[src/rtl/ws2811_rx.sv]
// rtl/ws2811_rx.sv - WS2811 single-wire stream receiver: pulse-width bit recovery, 24-bit GRB pixels, latch-gap framing.
// Define WS2811_RX_FORWARD_EN to build the chain-forwarding output (dout); otherwise dout is tied low.
module ws2811_rx #(
    parameter int MIN_HIGH     = 10,
    parameter int BIT_THRESH   = 52,
    parameter int MAX_HIGH     = 110,
    parameter int RESET_CYCLES = 5000
) (
    input  logic       clk,
    input  logic       reset,
    input  logic       din,
    output logic [7:0] address,
    output logic [7:0] red,
    output logic [7:0] green,
    output logic [7:0] blue,
    output logic       pixel_valid,
    output logic       frame_done,
    output logic       frame_error,
    output logic       bit_error,
    output logic       dout
);

    localparam logic [15:0] MIN_W  = 16'(MIN_HIGH);
    localparam logic [15:0] BIT_W  = 16'(BIT_THRESH);
    localparam logic [15:0] MAX_W  = 16'(MAX_HIGH);
    localparam logic [15:0] GAP_W  = 16'(RESET_CYCLES);
    localparam logic [15:0] SAT_W  = 16'hFFFF;

    typedef enum logic [1:0] {
        WAIT_GAP = 2'd0,
        IDLE     = 2'd1,
        HIGH     = 2'd2,
        LOW      = 2'd3
    } state_t;

    state_t      state_q;
    logic        sync1_q;
    logic        s_din_q;
    logic        s_prev_q;
    logic [15:0] high_cnt_q;
    logic [15:0] low_cnt_q;
    logic [4:0]  bit_cnt_q;
    logic [23:0] shift_q;
    logic [7:0]  idx_q;
    logic [7:0]  address_q;
    logic [7:0]  red_q;
    logic [7:0]  green_q;
    logic [7:0]  blue_q;
    logic        pix_pend_q;
    logic        pixel_valid_q;
    logic        frame_done_q;
    logic        frame_error_q;
    logic        bit_error_q;

    logic        rise;
    logic [15:0] high_inc;
    logic [15:0] low_inc;
    logic        bit_val;
    logic [23:0] shift_d;

    // din is asynchronous: two flops to synchronize, a third for edge detection
    always_ff @(posedge clk or negedge reset) begin
        if (!reset) begin
            sync1_q  <= 1'b0;
            s_din_q  <= 1'b0;
            s_prev_q <= 1'b0;
        end else begin
            sync1_q  <= din;
            s_din_q  <= sync1_q;
            s_prev_q <= s_din_q;
        end
    end

    assign rise     = s_din_q & ~s_prev_q;
    assign high_inc = (high_cnt_q == SAT_W) ? high_cnt_q : high_cnt_q + 16'd1;
    assign low_inc  = (low_cnt_q == SAT_W) ? low_cnt_q : low_cnt_q + 16'd1;
    assign bit_val  = (high_cnt_q >= BIT_W);
    assign shift_d  = {shift_q[22:0], bit_val};

    always_ff @(posedge clk or negedge reset) begin
        if (!reset) begin
            state_q       <= WAIT_GAP;
            high_cnt_q    <= 16'd0;
            low_cnt_q     <= 16'd0;
            bit_cnt_q     <= 5'd0;
            shift_q       <= 24'd0;
            idx_q         <= 8'd0;
            address_q     <= 8'd0;
            red_q         <= 8'd0;
            green_q       <= 8'd0;
            blue_q        <= 8'd0;
            pix_pend_q    <= 1'b0;
            pixel_valid_q <= 1'b0;
            frame_done_q  <= 1'b0;
            frame_error_q <= 1'b0;
            bit_error_q   <= 1'b0;
        end else begin
            pixel_valid_q <= 1'b0;
            frame_done_q  <= 1'b0;
            frame_error_q <= 1'b0;
            bit_error_q   <= 1'b0;
            pix_pend_q    <= 1'b0;

            // Pixel is presented the cycle after its 24th falling edge
            if (pix_pend_q) begin
                green_q       <= shift_q[23:16];
                red_q         <= shift_q[15:8];
                blue_q        <= shift_q[7:0];
                address_q     <= idx_q;
                idx_q         <= idx_q + 8'd1;
                pixel_valid_q <= 1'b1;
            end

            unique case (state_q)
                WAIT_GAP: begin
                    if (low_cnt_q == GAP_W) begin
                        state_q   <= IDLE;
                        bit_cnt_q <= 5'd0;
                        idx_q     <= 8'd0;
                        address_q <= 8'd0;
                    end else if (s_din_q) begin
                        low_cnt_q <= 16'd0;
                    end else begin
                        low_cnt_q <= low_inc;
                    end
                end

                IDLE: begin
                    if (rise) begin
                        high_cnt_q <= 16'd1;
                        state_q    <= HIGH;
                    end
                end

                HIGH: begin
                    if (s_din_q) begin
                        if (high_inc == MAX_W) begin
                            bit_error_q <= 1'b1;
                            bit_cnt_q   <= 5'd0;
                            idx_q       <= 8'd0;
                            address_q   <= 8'd0;
                            low_cnt_q   <= 16'd0;
                            state_q     <= WAIT_GAP;
                        end else begin
                            high_cnt_q <= high_inc;
                        end
                    end else if (high_cnt_q < MIN_W) begin
                        bit_error_q <= 1'b1;
                        bit_cnt_q   <= 5'd0;
                        low_cnt_q   <= 16'd1;
                        state_q     <= WAIT_GAP;
                    end else begin
                        shift_q   <= shift_d;
                        low_cnt_q <= 16'd1;
                        state_q   <= LOW;
                        if (bit_cnt_q == 5'd23) begin
                            bit_cnt_q  <= 5'd0;
                            pix_pend_q <= 1'b1;
                        end else begin
                            bit_cnt_q <= bit_cnt_q + 5'd1;
                        end
                    end
                end

                LOW: begin
                    // The gap takes priority over a coincident rising edge
                    if (low_cnt_q == GAP_W) begin
                        frame_done_q  <= 1'b1;
                        frame_error_q <= (bit_cnt_q != 5'd0);
                        bit_cnt_q     <= 5'd0;
                        idx_q         <= 8'd0;
                        address_q     <= 8'd0;
                        state_q       <= IDLE;
                    end else if (rise) begin
                        high_cnt_q <= 16'd1;
                        state_q    <= HIGH;
                    end else begin
                        low_cnt_q <= low_inc;
                    end
                end

                default: state_q <= WAIT_GAP;
            endcase
        end
    end

    assign address     = address_q;
    assign red         = red_q;
    assign green       = green_q;
    assign blue        = blue_q;
    assign pixel_valid = pixel_valid_q;
    assign frame_done  = frame_done_q;
    assign frame_error = frame_error_q;
    assign bit_error   = bit_error_q;

`ifdef WS2811_RX_FORWARD_EN
    logic fwd_want_q;
    logic fwd_en_q;

    // fwd_en_q only follows fwd_want_q while the line is low, so no forwarded pulse is ever cut
    always_ff @(posedge clk or negedge reset) begin
        if (!reset) begin
            fwd_want_q <= 1'b0;
            fwd_en_q   <= 1'b0;
        end else begin
            if (frame_done_q || bit_error_q) begin
                fwd_want_q <= 1'b0;
            end else if (pixel_valid_q && (address_q == 8'd0)) begin
                fwd_want_q <= 1'b1;
            end
            if (!s_din_q) begin
                fwd_en_q <= fwd_want_q;
            end
        end
    end

    assign dout = s_din_q & fwd_en_q;
`else
    assign dout = 1'b0;
`endif

endmodule

[config.mk]
export PLATFORM = sky130hd
export DESIGN_NAME = ws2811_rx
export DESIGN_NICKNAME = d
export VERILOG_FILES = /design/src/rtl/ws2811_rx.sv
export SDC_FILE = /design/constraint.sdc
export NUM_CORES = 1
export LEC_CHECK = 0
export CORE_UTILIZATION = 55
export DETAILED_ROUTE_END_ITERATION = 8
export GPL_TIMING_DRIVEN = 1
export MAX_ROUTING_LAYER = met4
export PLACE_DENSITY = 0.75
export SLEW_MARGIN = 15
export SYNTH_ARGS = -nofsm -noshare
export SYNTH_HDL_FRONTEND = slang
export SYNTH_SLANG_ARGS = --single-unit
[constraint.sdc]
create_clock -name clk -period 8.3 [get_ports clk]
set_input_delay 2.075 -clock clk [delete_from_list [all_inputs] [get_ports clk]]
set_output_delay 2.075 -clock clk [all_outputs]
set_load 0.01 [all_outputs]
==> results.sh <==
export IMPL_status="finished, final reports clean"
export IMPL_highest_layer="met4"
export IMPL_setup_viol_count_final=0
export IMPL_path_max_fanout=11
export IMPL_tightest_slew_ns=1.01
export IMPL_syn_inst=559
export IMPL_wl_met3_um=589
export IMPL_tritoncts="done"
export IMPL_cts_setup_buffers=0
export IMPL_die_w_um=105
export IMPL_reg2regPathDepth=9
export IMPL_placed_area_mm2=0.00619
export IMPL_cts_hold_buf=0
export IMPL_hold_violations=0
export IMPL_avgViaCountPerCell=6.15
export IMPL_drc=0
export IMPL_synth_seq_cells=111
export IMPL_post_place_ws_ns=4.81
export IMPL_drv_slew=0
export IMPL_hold_start="sync1_q$_DFF_PN0_"
export IMPL_tns_ns=0
export IMPL_root_buffer="clkbuf_8"
export IMPL_syn_area_mm2=0.00579
export IMPL_ir_drop_uv=90.3
export IMPL_drt_iter0_drc=367
export IMPL_worstPathArrival_ns=3.87
export IMPL_portBuffers=38
export IMPL_drv_cap=0
export IMPL_grt_pass1_vias=4179
export IMPL_overflow=0
export IMPL_synth_edff_count=0
export IMPL_cts_buffer_depth=2
export IMPL_met1_length_mm=5.51
export IMPL_final_nets=589
export IMPL_synth_ff_type="dfrtp_1"
export IMPL_fin_crit_ns=3.58
export IMPL_die_h_um=105
export IMPL_final_util_pct=62.3
export IMPL_globalplace_congestion=0.939
export IMPL_required_ns=8.58
export IMPL_grt_antenna_before_repair=0
export IMPL_skew_ns=0.0165
export IMPL_htreeDepth=3
export IMPL_cts_resized=0
export IMPL_dieArea_mm2=0.0109
export IMPL_hold_class="reg -> reg"
export IMPL_vias=4404
export IMPL_layout_setup_ws_ns=4.72
export IMPL_rows=37
export IMPL_rrSetupSlack_ns=4.72
export IMPL_fmax_mhz=279
export IMPL_end_kind="flip-flop"
export IMPL_path_class="reg -> reg"
export IMPL_whs_path_depth=0
export IMPL_r2r_start="high_cnt_q[1]$_DFFE_PN0P_"
export IMPL_clkLatencyLatePin_ns=0.38
export IMPL_p_per_area_mw_per_mm2=141
export IMPL_synth_warnings=0
export IMPL_final_period_utilization_pct=43.2
export IMPL_dr_pass1_iters=5
export IMPL_track_usage_pct=24.1
export IMPL_grt_first_pass_wirelength_mm=20.7
export IMPL_yosysSeqAreaShare_pct=48.0
export IMPL_grt_max_degree=71
export IMPL_hpwl_mm=8.14
export IMPL_num_io_pins=40
export IMPL_holdPathEnd="s_din_q$_DFF_PN0_"
export IMPL_final_cell_mix="dfrtp_1 (111), mux2_2 (49), nor2_1 (44)"
export IMPL_initial_core_util_pct=56.3
export IMPL_diodes=0
export IMPL_ant_nets=0
export IMPL_syn_to_final_growth_pct=10.5
export IMPL_syn_num_nets=573
export IMPL_final_common_cell="dfrtp_1"
export IMPL_leakagePower_nw=2.93
export IMPL_core_area_mm2=0.0103
export IMPL_wl_met2_mm=5.72
export IMPL_rsz0062_at_grt="false"
export IMPL_avgSynthCellArea_um2=10.4
export IMPL_wirelength_mm=12.0
export IMPL_clk_pin_slew_ns=0.12
export IMPL_synthDistinctLibCells=66
export IMPL_async_flop_share_pct=100
export IMPL_cts_made_buffers=9
export IMPL_drive_gt1_share_pct=14.7
export IMPL_start_kind="flip-flop"
export IMPL_relSlewSlack_pct=32.6
export IMPL_wl_per_cell_um=16.7
export IMPL_cts_num_sinks=111
export IMPL_fin_area_mm2=0.00640
export IMPL_regToRegEndpoint="high_cnt_q[1]$_DFFE_PN0P_"
worst max path at each step:
stage,to,startpoint,cells past startpoint
final,high_cnt_q[1]$_DFFE_PN0P_,high_cnt_q[1]$_DFFE_PN0P_,9
after global routing,high_cnt_q[1]$_DFFE_PN0P_,high_cnt_q[1]$_DFFE_PN0P_,9
after CTS,high_cnt_q[1]$_DFFE_PN0P_,high_cnt_q[1]$_DFFE_PN0P_,9
after detailed placement,high_cnt_q[1]$_DFFE_PN0P_,high_cnt_q[1]$_DFFE_PN0P_,9
after global placement,high_cnt_q[1]$_DFFE_PN0P_,high_cnt_q[1]$_DFFE_PN0P_,9
after floorplan,low_cnt_q[7]$_DFFE_PN0P_,high_cnt_q[1]$_DFFE_PN0P_,8
cells by family (layout without fill, tap and decap cells):
logic type | count (synthesis) | count (layout) | synth area share (%)
xor gates and xnor gates | 9 | 9 | 1.36
AOI/OAI and AO/OA | 126 | 126 | 15.1
and+or+nand+nor | 184 | 184 | 17.3
DFF | 111 | 111 | 48.0
adders and majority gates | 11 | 11 | 2.38
other | 1 | 1 | 0.0648
buffers and inverters | 56 | 77 | 4.26
muxes | 61 | 61 | 11.6
final cells by class:
class                      instances  area (um^2)
clock buffer                       9          124
timing repair buffer              42          408
sequential                       111         2780
clock inverter                     7         78.8
fill                             847         3880
inverter                          19         71.3
multi-input combinational        392         2770
tap                              136          170
synthesized netlist by cell type (3+ instances only):
| library cell | instances | area, um^2 |
|---|---|---|
| dfrtp_1 | 111 | 2780 |
| mux2_2 | 49 | 552 |
| nor2_1 | 45 | 169 |
| nand3_1 | 30 | 150 |
| nand2_1 | 29 | 109 |
| o21ai_0 | 28 | 140 |
| a21oi_1 | 24 | 120 |
| clkbuf_1 | 20 | 75.1 |
| inv_1 | 19 | 71.3 |
| nand4_1 | 16 | 100 |
| nor3_1 | 13 | 65.1 |
| mux2i_1 | 12 | 120 |
| a31oi_1 | 11 | 68.8 |
| buf_2 | 11 | 55.1 |
| ha_1 | 11 | 138 |
| o211ai_1 | 8 | 60.1 |
| o31ai_1 | 8 | 60.1 |
| o22a_1 | 7 | 61.3 |
| a41oi_1 | 6 | 52.6 |
| and3_1 | 6 | 37.5 |
| xnor2_1 | 6 | 52.6 |
| and4_1 | 5 | 43.8 |
| a21o_1 | 4 | 30.0 |
| buf_4 | 4 | 30.0 |
| nand2b_1 | 4 | 25.0 |
| or3_1 | 4 | 25.0 |
| a211o_1 | 3 | 26.3 |
| and2_1 | 3 | 18.8 |
| nand3b_1 | 3 | 22.5 |
| nor2b_1 | 3 | 18.8 |
| nor4_1 | 3 | 18.8 |
| or2_2 | 3 | 18.8 |
| xor2_1 | 3 | 26.3 |
critical path, cell delays in order, from the launching register on:
cell and delay [ns]:
dfrtp_1 0.54, ha_1 0.31, nand3_1 0.25, nor3_1 0.55, mux2i_1 0.41, and2_1 0.19
o2111ai_1 0.46, buf_4 0.36, and4_1 0.19, a211o_1 0.22
report_power, final:
part,switching [mW],internal (mW)
combinational,0.0166,0.00593
clock,0.211,0.123
sequential,0.00369,0.543
per-layer routing:
| metal | vias up | global-route usage [%] |
|---|---|---|
| met2 | 135 | 36.6 |
| met1 | 2165 | 33.3 |
| met3 | 13 | 4.24 |
| met5 | - | - |
| li1 | 2091 | - |
| met4 | 0 | 7.24 |
registers in the layout, indices dropped and copies added (netlist names), 5 cells and up:
register    count
red             8
blue            8
idx_q           8
bit_cnt_q       5
green           8
low_cnt_q      16
address         8
high_cnt_q     16
shift_q        24
stage by stage:
stage | cells | hold slack [ns] | total power, mW
after floorplan | 559 | 0.331 | 0.566
after global placement | 700 | 0.334 | 0.580
after detailed placement | 700 | 0.336 | 0.580
after CTS | 716 | 0.364 | 0.911
after global routing | 716 | 0.376 | 0.938
final | 716 | 0.370 | 0.903
Note: power is estimated with default switching activity, not from simulation.
